File: src/rtl/sram_port_arbiter.sv
// -----------------------------------------------------------------------------
// sram_port_arbiter
//
// Three-requester arbiter in front of one single-port SRAM with a one-cycle
// read latency. The loader writer has priority over the two readers. While a
// reader waits, the writer may take at most WR_BURST_MAX grants in a row before
// a reader is forced in. Reads are pipelined, one per cycle. A two-stage tag
// pipeline routes each returning word to the reader that issued it.
//
// Grants are registered. Requests sampled at edge N produce the ack and the
// SRAM command right after edge N. The read word is captured from sram_dout
// at edge N+2, when rdX_valid pulses.
//
// Optional feature (macro SRAM_ARB_READ_RR_EN):
//   defined   -> rd0/rd1 contention resolved round-robin. The pointer favours
//                the reader that was not granted last.
//   undefined -> rd0 always wins over rd1; there is no pointer.
//
// Parameters:
//   ADDR_W        SRAM word-address width
//   DATA_W        SRAM data width
//   WR_BURST_MAX  max consecutive write grants while a reader is pending (>= 1)
//
// Ports:
//   clk, rst                        clock, synchronous active-high reset
//   wr_req/wr_addr/wr_data/wr_ack   loader write requester
//   rd0_req/rd0_addr/rd0_ack        DDS table read requester (command side)
//   rd0_valid/rd0_data              DDS table read return
//   rd1_*                           playback read requester, same shape as rd0
//   sram_wen/sram_addr/sram_wdata   SRAM command (registered)
//   sram_dout                       SRAM read data, valid one cycle after addr
// -----------------------------------------------------------------------------
module sram_port_arbiter #(
    parameter int ADDR_W       = 16,
    parameter int DATA_W       = 16,
    parameter int WR_BURST_MAX = 4
) (
    input  logic              clk,
    input  logic              rst,

    input  logic              wr_req,
    input  logic [ADDR_W-1:0] wr_addr,
    input  logic [DATA_W-1:0] wr_data,
    output logic              wr_ack,

    input  logic              rd0_req,
    input  logic [ADDR_W-1:0] rd0_addr,
    output logic              rd0_ack,
    output logic              rd0_valid,
    output logic [DATA_W-1:0] rd0_data,

    input  logic              rd1_req,
    input  logic [ADDR_W-1:0] rd1_addr,
    output logic              rd1_ack,
    output logic              rd1_valid,
    output logic [DATA_W-1:0] rd1_data,

    output logic              sram_wen,
    output logic [ADDR_W-1:0] sram_addr,
    output logic [DATA_W-1:0] sram_wdata,
    input  logic [DATA_W-1:0] sram_dout
);

    localparam int               CNT_W       = $clog2(WR_BURST_MAX + 1);
    localparam logic [CNT_W-1:0] BURST_LIMIT = CNT_W'(WR_BURST_MAX);

    typedef enum logic [1:0] {
        GNT_NONE,
        GNT_WR,
        GNT_RD0,
        GNT_RD1
    } gnt_e;

    // One in-flight read: vld marks a real read, id selects the reader (1 = rd1).
    typedef struct packed {
        logic vld;
        logic id;
    } tag_t;

    // ------------------------------------------------------------------------
    // State
    // ------------------------------------------------------------------------
    logic              wr_ack_q,     wr_ack_d;
    logic              rd0_ack_q,    rd0_ack_d;
    logic              rd1_ack_q,    rd1_ack_d;
    logic              sram_wen_q,   sram_wen_d;
    logic [ADDR_W-1:0] sram_addr_q,  sram_addr_d;
    logic [DATA_W-1:0] sram_wdata_q, sram_wdata_d;
    logic [CNT_W-1:0]  burst_cnt_q,  burst_cnt_d;
    tag_t              tag0_q,       tag0_d;   // aligned with the SRAM command
    tag_t              tag1_q,       tag1_d;   // aligned with sram_dout
    logic              rd0_valid_q,  rd0_valid_d;
    logic              rd1_valid_q,  rd1_valid_d;
    logic [DATA_W-1:0] rd0_data_q,   rd0_data_d;
    logic [DATA_W-1:0] rd1_data_q,   rd1_data_d;

`ifdef SRAM_ARB_READ_RR_EN
    logic              rr_q,         rr_d;     // 1 = rd1 favoured next
`endif

    gnt_e gnt;
    logic any_rd;
    logic burst_full;
    logic pick_rd1;

    // ------------------------------------------------------------------------
    // Arbitration
    // ------------------------------------------------------------------------
    // NOTE: every variable in an always_comb gets a value on every path
    // (defaults first), otherwise synthesis infers a latch to hold it.
    always_comb begin
        any_rd     = rd0_req | rd1_req;
        // Writer loses only when a reader waits and the burst is used up.
        burst_full = any_rd && (burst_cnt_q == BURST_LIMIT);

`ifdef SRAM_ARB_READ_RR_EN
        pick_rd1 = (rd0_req && rd1_req) ? rr_q : rd1_req;
`else
        pick_rd1 = !rd0_req;
`endif

        if (wr_req && !burst_full) begin
            gnt = GNT_WR;
        end else if (any_rd) begin
            gnt = pick_rd1 ? GNT_RD1 : GNT_RD0;
        end else begin
            gnt = GNT_NONE;
        end
    end

    // The counter only advances on writes that make a reader wait. A read
    // grant or a cycle with no reader pending starts the burst over.
    always_comb begin
        burst_cnt_d = '0;
        if (gnt == GNT_WR && any_rd) begin
            burst_cnt_d = burst_cnt_q + CNT_W'(1);
        end
    end

`ifdef SRAM_ARB_READ_RR_EN
    always_comb begin
        rr_d = rr_q;
        if (gnt == GNT_RD0) begin
            rr_d = 1'b1;
        end else if (gnt == GNT_RD1) begin
            rr_d = 1'b0;
        end
    end
`endif

    // ------------------------------------------------------------------------
    // SRAM command and acks
    // ------------------------------------------------------------------------
    // Address and write data hold their last values when no grant is made.
    // This keeps the SRAM bus quiet between accesses.
    always_comb begin
        wr_ack_d     = (gnt == GNT_WR);
        rd0_ack_d    = (gnt == GNT_RD0);
        rd1_ack_d    = (gnt == GNT_RD1);
        sram_wen_d   = (gnt == GNT_WR);
        sram_addr_d  = sram_addr_q;
        sram_wdata_d = sram_wdata_q;

        case (gnt)
            GNT_WR: begin
                sram_addr_d  = wr_addr;
                sram_wdata_d = wr_data;
            end
            GNT_RD0: sram_addr_d = rd0_addr;
            GNT_RD1: sram_addr_d = rd1_addr;
            default: ;
        endcase
    end

    // ------------------------------------------------------------------------
    // Read tag pipeline and return path
    // ------------------------------------------------------------------------
    // tag0 travels with the SRAM command. tag1 lines up with the cycle in
    // which sram_dout carries that read's word, so the word is captured on the
    // same edge that the valid is raised.
    always_comb begin
        tag0_d.vld = (gnt == GNT_RD0) || (gnt == GNT_RD1);
        tag0_d.id  = (gnt == GNT_RD1);
        tag1_d     = tag0_q;

        rd0_valid_d = tag1_q.vld && !tag1_q.id;
        rd1_valid_d = tag1_q.vld &&  tag1_q.id;

        rd0_data_d = rd0_valid_d ? sram_dout : rd0_data_q;
        rd1_data_d = rd1_valid_d ? sram_dout : rd1_data_q;
    end

    // ------------------------------------------------------------------------
    // Registers
    // ------------------------------------------------------------------------
    // NOTE: sequential state uses non-blocking assignments only, so every flop
    // samples the pre-edge value of its inputs, whatever the statement order.
    always_ff @(posedge clk) begin
        if (rst) begin
            wr_ack_q     <= 1'b0;
            rd0_ack_q    <= 1'b0;
            rd1_ack_q    <= 1'b0;
            sram_wen_q   <= 1'b0;
            sram_addr_q  <= '0;
            sram_wdata_q <= '0;
            burst_cnt_q  <= '0;
            // NOTE: the tag valid bits must be reset even though they look
            // like pipeline data. Clearing them drops reads still in flight,
            // so no valid comes back for a read granted before the reset.
            tag0_q       <= '0;
            tag1_q       <= '0;
            rd0_valid_q  <= 1'b0;
            rd1_valid_q  <= 1'b0;
            rd0_data_q   <= '0;
            rd1_data_q   <= '0;
        end else begin
            wr_ack_q     <= wr_ack_d;
            rd0_ack_q    <= rd0_ack_d;
            rd1_ack_q    <= rd1_ack_d;
            sram_wen_q   <= sram_wen_d;
            sram_addr_q  <= sram_addr_d;
            sram_wdata_q <= sram_wdata_d;
            burst_cnt_q  <= burst_cnt_d;
            tag0_q       <= tag0_d;
            tag1_q       <= tag1_d;
            rd0_valid_q  <= rd0_valid_d;
            rd1_valid_q  <= rd1_valid_d;
            rd0_data_q   <= rd0_data_d;
            rd1_data_q   <= rd1_data_d;
        end
    end

`ifdef SRAM_ARB_READ_RR_EN
    always_ff @(posedge clk) begin
        if (rst) begin
            rr_q <= 1'b0;
        end else begin
            rr_q <= rr_d;
        end
    end
`endif

    // ------------------------------------------------------------------------
    // Outputs
    // ------------------------------------------------------------------------
    assign wr_ack     = wr_ack_q;
    assign rd0_ack    = rd0_ack_q;
    assign rd1_ack    = rd1_ack_q;
    assign rd0_valid  = rd0_valid_q;
    assign rd1_valid  = rd1_valid_q;
    assign rd0_data   = rd0_data_q;
    assign rd1_data   = rd1_data_q;
    assign sram_wen   = sram_wen_q;
    assign sram_addr  = sram_addr_q;
    assign sram_wdata = sram_wdata_q;

endmodule

File: config.mk
export PLATFORM = sky130hd
export DESIGN_NAME = sram_port_arbiter
export DESIGN_NICKNAME = d
export VERILOG_FILES = /design/src/rtl/sram_port_arbiter.sv
export SDC_FILE = /design/constraint.sdc
export NUM_CORES = 1
export LEC_CHECK = 0
export BUFFER_PORTS_ARGS = -buffer_cell sky130_fd_sc_hd__clkbuf_2
export CAP_MARGIN = 10
export CORE_MARGIN = 2
export CORE_UTILIZATION = 49
export CTS_BUF_LIST = sky130_fd_sc_hd__clkbuf_16
export DETAILED_ROUTE_END_ITERATION = 8
export PLACE_DENSITY = 0.85
export SLEW_MARGIN = 20
export SYNTH_ARGS = -nofsm -noshare
export SYNTH_HDL_FRONTEND = slang
export SYNTH_SLANG_ARGS = --single-unit
File: constraint.sdc
create_clock -name clk -period 3.83 [get_ports clk]
set_input_delay 0.383 -clock clk [delete_from_list [all_inputs] [get_ports clk]]
set_output_delay 0.383 -clock clk [all_outputs]
set_load 0.005 [all_outputs]
==> impl_metrics.toml, run 1 <==
[run_status]
status = "finished, final reports clean"

[timing]
period_share_pct = 49.64
rsz0062_at_grt = "no"
finClkSkew_ns = 0.003164
setup-violations-final = 0
fin_setup_tns_ns = 0
min_period_ns = 1.901
worstMarginPinSlew_ns = 0.8831
timing.slew.headroom_pct = 41.12
slew_violations = 0
hold_viol_final = 0
clock.fmax_mhz = 525.9

[logic_synthesis]
ys_types = 30
synthMuxAreaShare_pct = 0
avgSynthCellArea_sq_um = 8.106
synth-simple-area-share_pct = 19.05
netlist_area_sq_um = 3080
syn_inst = 380
ys_ff_latch = 75
synth_compound_gate_area_share_pct = 23.72
synthAdderAreaFrac_pct = 0.8123
seq_area_frac_synth_pct = 48.74
synth_xor_xnor_area_share_pct = 0.2843
synth_nets = 467
ys.warnings.count = 0
synth_top_family_by_area = "compound AO/OA/AOI/OAI gates"

[finish]
final_cell_mix = "clkbuf_2 (154), dfxtp_1 (75), nand2_1 (66), a21oi_1 (48), nand3_1 (32)"
areaGrowthSynthToFinish_pct = 32.45
layout.cells.non_filler = 591
nFillCells = 500
drive_gt1_share_pct = 34.11
antennaDiodeCount = 0
fin_nets = 598
stdcell_area_sq_um = 4080
layout_commonest_cell = "clkbuf_2"

[clocking]
cts_buffers = 9
ctsHoldBuffers = 0
cts.sinks = 75
h-tree-depth = 3
insertion_delay_ns = 0.32
cts_buffer_depth = 2
cts_root_buffer = "clkbuf_16"
cts_resized = 0
clk_pin_slew_ns = 0.06
cts_setup_buffers = 0
cts_tree = "done"

[power_and_ir_drop]
vdd_drop_max_mv = 0.2328
power.total_mw = 1.763
intPower_mw = 1.332
p_comb_share_pct = 10.4
p_clk_share_pct = 42.5
p_leak_nw = 1.851
powerDensity_nw_per_um2 = 432.1
pwr-share-seq_pct = 47.1
power_switching_share_pct = 24.48
p_sw_mw = 0.4316

[routing]
routedWlPerCell_um = 14.37
remaining_drc_errors = 0
top_layer = "met4"
wirelength_mm = 8.493
drtIter0Drc = 135
wl_met3_um = 653
firstDrtPassIters = 4
dr_wl_met2_mm = 4.240
ant_nets = 0
vias = 3257
m1WireLength_mm = 3.491
viasPerCell = 5.511

[grt]
grt_usage_pct = 23.86
antenna_found_initial = 0
grt_overflow = 0
grt_pass1_wl_mm = 13.75
grt_pass1_vias = 3100
grt_max_degree = 45

[flow_run]
cap_violations = 0

[floorplanning]
pin_count = 155
rows = 28
initial_core_util_pct = 51.42
dieArea_sq_um = 6937
fp.dieH_um = 83.29
core_sq_um = 5991
dieWidth_um = 83.29

[critical_path]
start_kind = "input port"
end_kind = "flip-flop"
crit_fanout = 35
crit_required_ns = 4.05
critPathArrivalTime_ns = 2.13
worstSetupPathType = "input port to flip-flop"

[place]
dpl.hpwl_mm = 5.725
gp_congestion = 0.7970
dpl_cell_area_sq_um = 3800
dp_cells = 574
io_buffers = 154

[worst_hold_path]
hold_path.class = "input port to flip-flop"
==> state kept, by name (all words and copies together), names as in the netlist <==
| name | flops |
|---|---|
| burst_cnt_q | 3 |
| sram_wdata | 16 |
| rd0_data | 16 |
| rd1_data | 16 |
| rd0_ack | 1 |
| tag1_q | 2 |
| rd1_valid | 1 |
| sram_addr | 16 |
| rd0_valid | 1 |
| tag0_q | 2 |
| sram_wen | 1 |
==> kinds of logic after synthesis <==
group	Yosys count
fa+ha+maj	2
simple gates	132
flops	75
buf+inv	55
compound gates	115
xor+xnor	1
==> synth_stat cells (all sizes together) <==
cell	instances	area share [%]
dfxtp	75	49
nand2	66	8.0
a21oi	48	7.8
nand3	33	5.8
o21ai	31	5.0
clkbuf	22	2.7
nor2	20	2.4
inv	18	2.2
a311oi	16	4.5
a221o	15	4.9
buf	15	2.5
nor2b	3	0.61
ha	2	0.81
nor3	2	0.32
nor4	2	0.41
nor4b	2	0.57
a21bo	1	0.32
a21boi	1	0.37
and2	1	0.20
nand2b	1	0.20
nand4b	1	0.28
o211a	1	0.32
o211ai	1	0.24
o22ai	1	0.20
or3	1	0.20
xnor2	1	0.28
==> stage by stage <==
| stage | hold WS [ns] | utilization [%] | worst slack (ns) |
|---|---|---|---|
| 2_1_floorplan | 0.4138 | - | 2.331 |
| 3_3_place_gp | 0.4169 | 63.43 | 1.618 |
| 3_5_place_dp | 0.4346 | 63.43 | 1.508 |
| 4_1_cts | 0.2836 | 67.94 | 1.837 |
| 5_1_grt | 0.2945 | 68.11 | 1.777 |
| 6_report | 0.2910 | 68.11 | 1.929 |
==> layout make-up <==
| type | instances | area (sq um) | area share [%] |
|---|---|---|---|
| multi-input cells | 250 | 1354 | 33.18 |
| clock buffers | 9 | 225.2 | 5.520 |
| repair buffers | 157 | 793.3 | 19.44 |
| well taps | 75 | 93.84 | 2.300 |
| flip-flops and latches | 75 | 1501 | 36.80 |
| inverters | 18 | 67.56 | 1.656 |
| clock inverters | 7 | 45.04 | 1.104 |
==> path summary, 6_finish.rpt <==
check                 startpoint              to  slack [ns]  cells after the start
setup / recovery          wr_req    sram_addr[5]        1.93                      4
hold / removal       wr_data[13]  sram_wdata[13]        0.29                      3
setup reg to reg  burst_cnt_q[0]    sram_addr[5]        1.95                      5
hold reg to reg        tag0_q[1]       tag1_q[1]        0.44                      1
==> worst max-delay path: stages <==
cell and delay, ns:
clkbuf_2 0.56, a21boi_2 0.70, o21ai_0 0.17, a311oi_1 0.30
==> power groups by stage <==
| stage | combinational [mW] | clock (mW) | sequential [mW] |
|---|---|---|---|
| floorplan | 0.0912 | 0 | 0.847 |
| finish | 0.183 | 0.749 | 0.831 |
| global placement | 0.179 | 0 | 0.846 |
| CTS | 0.183 | 0.762 | 0.830 |
| global route | 0.203 | 0.795 | 0.833 |
| detailed placement | 0.183 | 0 | 0.847 |
==> metal layers <==
layer	global-route usage [%]	vias up
li1	-	1590
met1	27.70	1507
met2	42.52	151
met3	4.573	9
met4	10.28	0
met5	0	-
Note: power is estimated with default switching activity, not from simulation.
==> run 2, diff against run 1 <==
--- a/config.mk
+++ b/config.mk
@@ -8,10 +8,10 @@
 export BUFFER_PORTS_ARGS = -buffer_cell sky130_fd_sc_hd__clkbuf_2
 export CAP_MARGIN = 10
 export CORE_MARGIN = 2
-export CORE_UTILIZATION = 49
+export CORE_UTILIZATION = 45
 export CTS_BUF_LIST = sky130_fd_sc_hd__clkbuf_16
 export DETAILED_ROUTE_END_ITERATION = 8
-export PLACE_DENSITY = 0.85
+export PLACE_DENSITY = 0.79
 export SLEW_MARGIN = 20
 export SYNTH_ARGS = -nofsm -noshare
 export SYNTH_HDL_FRONTEND = slang
==> constraint.sdc (replaced) <==
create_clock -name clk -period 1.8 [get_ports clk]
set_input_delay 0.18 -clock clk [delete_from_list [all_inputs] [get_ports clk]]
set_output_delay 0.18 -clock clk [all_outputs]
set_load 0.005 [all_outputs]
==> impl_metrics.toml, run 2 (synthesis gave the netlist of run 1 again) <==
[floorplanning]
pin_count = 155
initial_core_util_pct = 45.85
fp.dieH_um = 86.74
rows = 30
core_sq_um = 6719
dieArea_sq_um = 7523
dieWidth_um = 86.74

[place]
gp_congestion = 0.8255
dp_cells = 587
io_buffers = 154
dpl.hpwl_mm = 6.250

[critical_path]
slowest_delay_ns = 0.34
crit_fanout = 15
worstSetupPathType = "flip-flop to flip-flop"
path_delay_family = "compound AO/OA/AOI/OAI gates"
crit_buf_inv = 1
critPathArrivalTime_ns = 1.85
end_kind = "flip-flop"
crit_required_ns = 2.02
slowest_stage = "a221o_1"
path_cells = "inv_1, ha_1, nand3_4, a221o_1, a311oi_1"
rrSetupSlack_ns = 0.18
start_kind = "flip-flop"

[grt]
grt_usage_pct = 23.47
grt_overflow = 0
grt_pass1_wl_mm = 13.97
grt_pass1_vias = 3014
antenna_found_initial = 0
grt_max_degree = 48

[finish]
final_cell_mix = "clkbuf_2 (154), dfxtp_1 (75), nand2_1 (66), a21oi_1 (48), nand3_1 (32)"
drive_gt1_share_pct = 34.99
antennaDiodeCount = 0
areaGrowthSynthToFinish_pct = 35.13
layout.cells.non_filler = 603
fin_nets = 605
layout_commonest_cell = "clkbuf_2"

[flow_run]
cap_violations = 0

[routing]
firstDrtPassIters = 5
remaining_drc_errors = 0
routedWlPerCell_um = 14.61
viasPerCell = 5.473
ant_nets = 0
wirelength_mm = 8.812
drtIter0Drc = 201
vias = 3300

[clocking]
cts_resized = 0
cts_tree = "done"
cts_buffers = 9
insertion_delay_ns = 0.33
cts_setup_buffers = 0
cts_buffer_depth = 2
clk_pin_slew_ns = 0.06
ctsHoldBuffers = 0
cts.sinks = 75
cts_root_buffer = "clkbuf_16"
h-tree-depth = 3

[power_and_ir_drop]
vdd_drop_max_mv = 0.4764
pwr-share-seq_pct = 45.7
powerDensity_nw_per_um2 = 927.7
p_sw_mw = 0.9847
intPower_mw = 2.877
p_comb_share_pct = 10.6
p_clk_share_pct = 43.7
power_switching_share_pct = 25.50
p_leak_nw = 1.904

[timing]
finClkSkew_ns = 0.004665
hold_viol_final = 0
fin_setup_tns_ns = 0
min_period_ns = 1.625
clock.fmax_mhz = 615.4
timing.slew.headroom_pct = 55.73
period_share_pct = 90.28
slew_violations = 0
worstMarginPinSlew_ns = 0.6641
setup-violations-final = 0
rsz0062_at_grt = "no"

[run_status]
status = "finished, final reports clean"

[worst_hold_path]
hold_path.class = "input port to flip-flop"
run 2: changes by cell type in the layout (fill, tap and decap cells not counted):
cell	delta
buf_12	+1
buf_4	+6
clkinv_1	-1
clkinv_2	-1
clkinvlp_4	-2
inv_6	+3
inv_8	+1
nor2b_1	+1
nor2b_2	-1
run 2: layout make-up:
type	instances	area (sq um)
Sequential cell	75	1501
Tap cell	80	100.1
Clock inverter	7	58.81
Inverter	18	67.56
Fill cell	583	2556
Multi-Input combinational cell	250	1351
Timing Repair Buffer	164	858.3
Clock buffer	9	225.2
run 2: routing by layer:
| layer | global-route usage (%) | vias up | wire [um] |
|---|---|---|---|
| li1 | - | 1604 | - |
| met1 | 29.65 | 1494 | 3539 |
| met2 | 38.74 | 181 | 4286 |
| met3 | 4.476 | 21 | 736 |
| met4 | 10.80 | 0 | 250 |
| met5 | 0 | - | 0 |
run 2: final timing paths:
kind | start | end | cells after the start
min reg2reg | tag0_q[1] | tag1_q[1] | 1
max reg2reg | burst_cnt_q[0] | sram_addr[1] | 5
min | sram_dout[6] | rd1_data[6] | 3
max | burst_cnt_q[0] | sram_addr[1] | 5
run 2: worst min-delay path, stage by stage:
cell      delay, ns
clkbuf_2       0.09
nand2_1        0.05
a21oi_1        0.05
run 2: power groups by stage:
| stage | logic, mW | registers (mW) | clock network (mW) |
|---|---|---|---|
| final | 0.409 | 1.77 | 1.69 |
| after global routing | 0.452 | 1.77 | 1.78 |
| after CTS | 0.409 | 1.77 | 1.71 |
| after detailed placement | 0.408 | 1.80 | 0 |
| after global placement | 0.399 | 1.80 | 0 |
| after floorplan | 0.194 | 1.80 | 0 |
run 2: stage by stage:
step | util, % | power [mW] | hold WS, ns | setup WS (ns) | area, sq um
after floorplan | - | 1.996 | 0.3160 | 0.3012 | 3080
after global placement | 57.73 | 2.199 | 0.4171 | 0.2740 | 3879
after detailed placement | 57.73 | 2.208 | 0.4212 | 0.1887 | 3879
after CTS | 61.96 | 3.884 | 0.07736 | 0.1777 | 4163
after global routing | 61.96 | 4.000 | 0.08824 | 0.05793 | 4163
final | 61.96 | 3.862 | 0.08053 | 0.1750 | 4163
==> run 3, diff against run 2 <==
--- a/config.mk
+++ b/config.mk
@@ -7,6 +7,7 @@
 export LEC_CHECK = 0
 export BUFFER_PORTS_ARGS = -buffer_cell sky130_fd_sc_hd__clkbuf_2
 export CAP_MARGIN = 10
+export CORE_ASPECT_RATIO = 0.9
 export CORE_MARGIN = 2
 export CORE_UTILIZATION = 45
 export CTS_BUF_LIST = sky130_fd_sc_hd__clkbuf_16
==> impl_metrics.toml, run 3 (synthesis gave the netlist of run 1 again) <==
[finish]
areaGrowthSynthToFinish_pct = 38.10
layout.cells.non_filler = 614
antennaDiodeCount = 0
layout_commonest_cell = "clkbuf_2"
final_util_pct = 64.59
fin_nets = 606
drive_gt1_share_pct = 35.11
final_cell_mix = "clkbuf_2 (154), dfxtp_1 (75), nand2_1 (66), a21oi_1 (48), nand3_1 (32)"

[timing]
min_period_ns = 1.656
slew_violations = 0
fin_setup_tns_ns = 0
clock.fmax_mhz = 603.7
worstMarginPinSlew_ns = 0.6203
finClkSkew_ns = 0.004593
timing.slew.headroom_pct = 58.64
setup-violations-final = 0
hold_viol_final = 0
period_share_pct = 92.02
rsz0062_at_grt = "no"

[critical_path]
crit_fanout = 15
crit_buf_inv = 1
critPathArrivalTime_ns = 1.88
slowest_stage = "a221o_1"
path_delay_family = "compound AO/OA/AOI/OAI gates"
start_kind = "flip-flop"
worstSetupPathType = "flip-flop to flip-flop"
slowest_delay_ns = 0.35
crit_required_ns = 2.02
path_cells = "inv_1, ha_1, nand3_4, a221o_1, a311oi_1"
end_kind = "flip-flop"

[grt]
grt_pass1_vias = 3088
grt_pass1_wl_mm = 13.82
grt_usage_pct = 22.72
grt_max_degree = 33
grt_overflow = 0
antenna_found_initial = 0

[floorplanning]
pin_count = 155
rows = 28
dieWidth_um = 91.21
fp.dieH_um = 82.49
initial_core_util_pct = 46.77
core_sq_um = 6586
dieArea_sq_um = 7524

[clocking]
h-tree-depth = 3
cts_setup_buffers = 0
cts_buffers = 9
cts_root_buffer = "clkbuf_16"
clk_pin_slew_ns = 0.06
cts.sinks = 75
cts_tree = "done"
cts_buffer_depth = 2
insertion_delay_ns = 0.32

[routing]
firstDrtPassIters = 5
wirelength_mm = 8.684
ant_nets = 0
routedWlPerCell_um = 14.14
vias = 3290
drtIter0Drc = 221
remaining_drc_errors = 0
viasPerCell = 5.358

[place]
dpl.hpwl_mm = 6.239
io_buffers = 154
dp_cells = 598
gp_congestion = 0.7912

[power_and_ir_drop]
powerDensity_nw_per_um2 = 995.7
p_leak_nw = 1.938
vdd_drop_max_mv = 0.6810

[run_status]
status = "finished, final reports clean"

[worst_hold_path]
hold_path.class = "input port to flip-flop"

[flow_run]
cap_violations = 0
[run 3: changes by cell type in the layout (fill, tap and decap cells not counted), sizes merged]
cell	change
buf	+1
bufinv	+3
clkinv	-1
inv	-2
[run 3: layout make-up]
cell class | instances | area, sq um
fill | 592 | 2332
sequential | 75 | 1501
multi-input combinational | 250 | 1358
timing repair buffer | 165 | 865.8
clock buffer | 9 | 225.2
clock inverter | 7 | 123.9
tap | 90 | 112.6
inverter | 18 | 67.56
[run 3: final timing paths]
check            startpoint       endpoint  slack (ns)  depth (start not counted)
max          burst_cnt_q[0]   sram_addr[6]        0.14                          5
min              wr_data[7]  sram_wdata[7]        0.09                          3
max reg2reg  burst_cnt_q[0]   sram_addr[6]        0.14                          5
min reg2reg       tag0_q[1]      tag1_q[1]        0.44                          1
[run 3: report_power, final]
part | switching [mW] | leakage (nW) | internal [mW] | total (mW)
sequential | 0.0353 | 0.613 | 1.73 | 1.76
combinational | 0.217 | 1.16 | 0.195 | 0.412
clock | 0.694 | 0.167 | 1.37 | 2.06
[run 3: worst register-to-register path, stage by stage, from the launching register on]
cell      delay [ns]
dfxtp_1         0.32
inv_1           0.06
ha_1            0.31
nand3_4         0.24
a221o_1         0.35
a311oi_1        0.28
[run 3: per-stage QoR]
step | area (sq um) | worst slack (ns) | power [mW] | hold WS, ns
after floorplan | 3080 | 0.3012 | 1.996 | 0.3160
after global placement | 3899 | 0.2585 | 2.197 | 0.4143
after detailed placement | 3899 | 0.1689 | 2.210 | 0.4226
after CTS | 4248 | 0.1519 | 4.277 | 0.08219
after global routing | 4254 | 0.02381 | 4.398 | 0.08253
final | 4254 | 0.1437 | 4.236 | 0.08958
[run 3: repair_timing]
item | CTS | global route
endpoints found under the setup margin | 0 | 1
hold buffers | 0 | 0
gates resized for setup | 0 | 1
[run 3: routing by layer]
metal / vias up / share of wire [%] / track usage (%)
met5: - / 0 / 0
met4: 0 / 1.5 / 8.485
met3: 17 / 6.8 / 4.900
met2: 141 / 51 / 40.81
met1: 1526 / 40 / 27.16
li1: 1606 / - / -
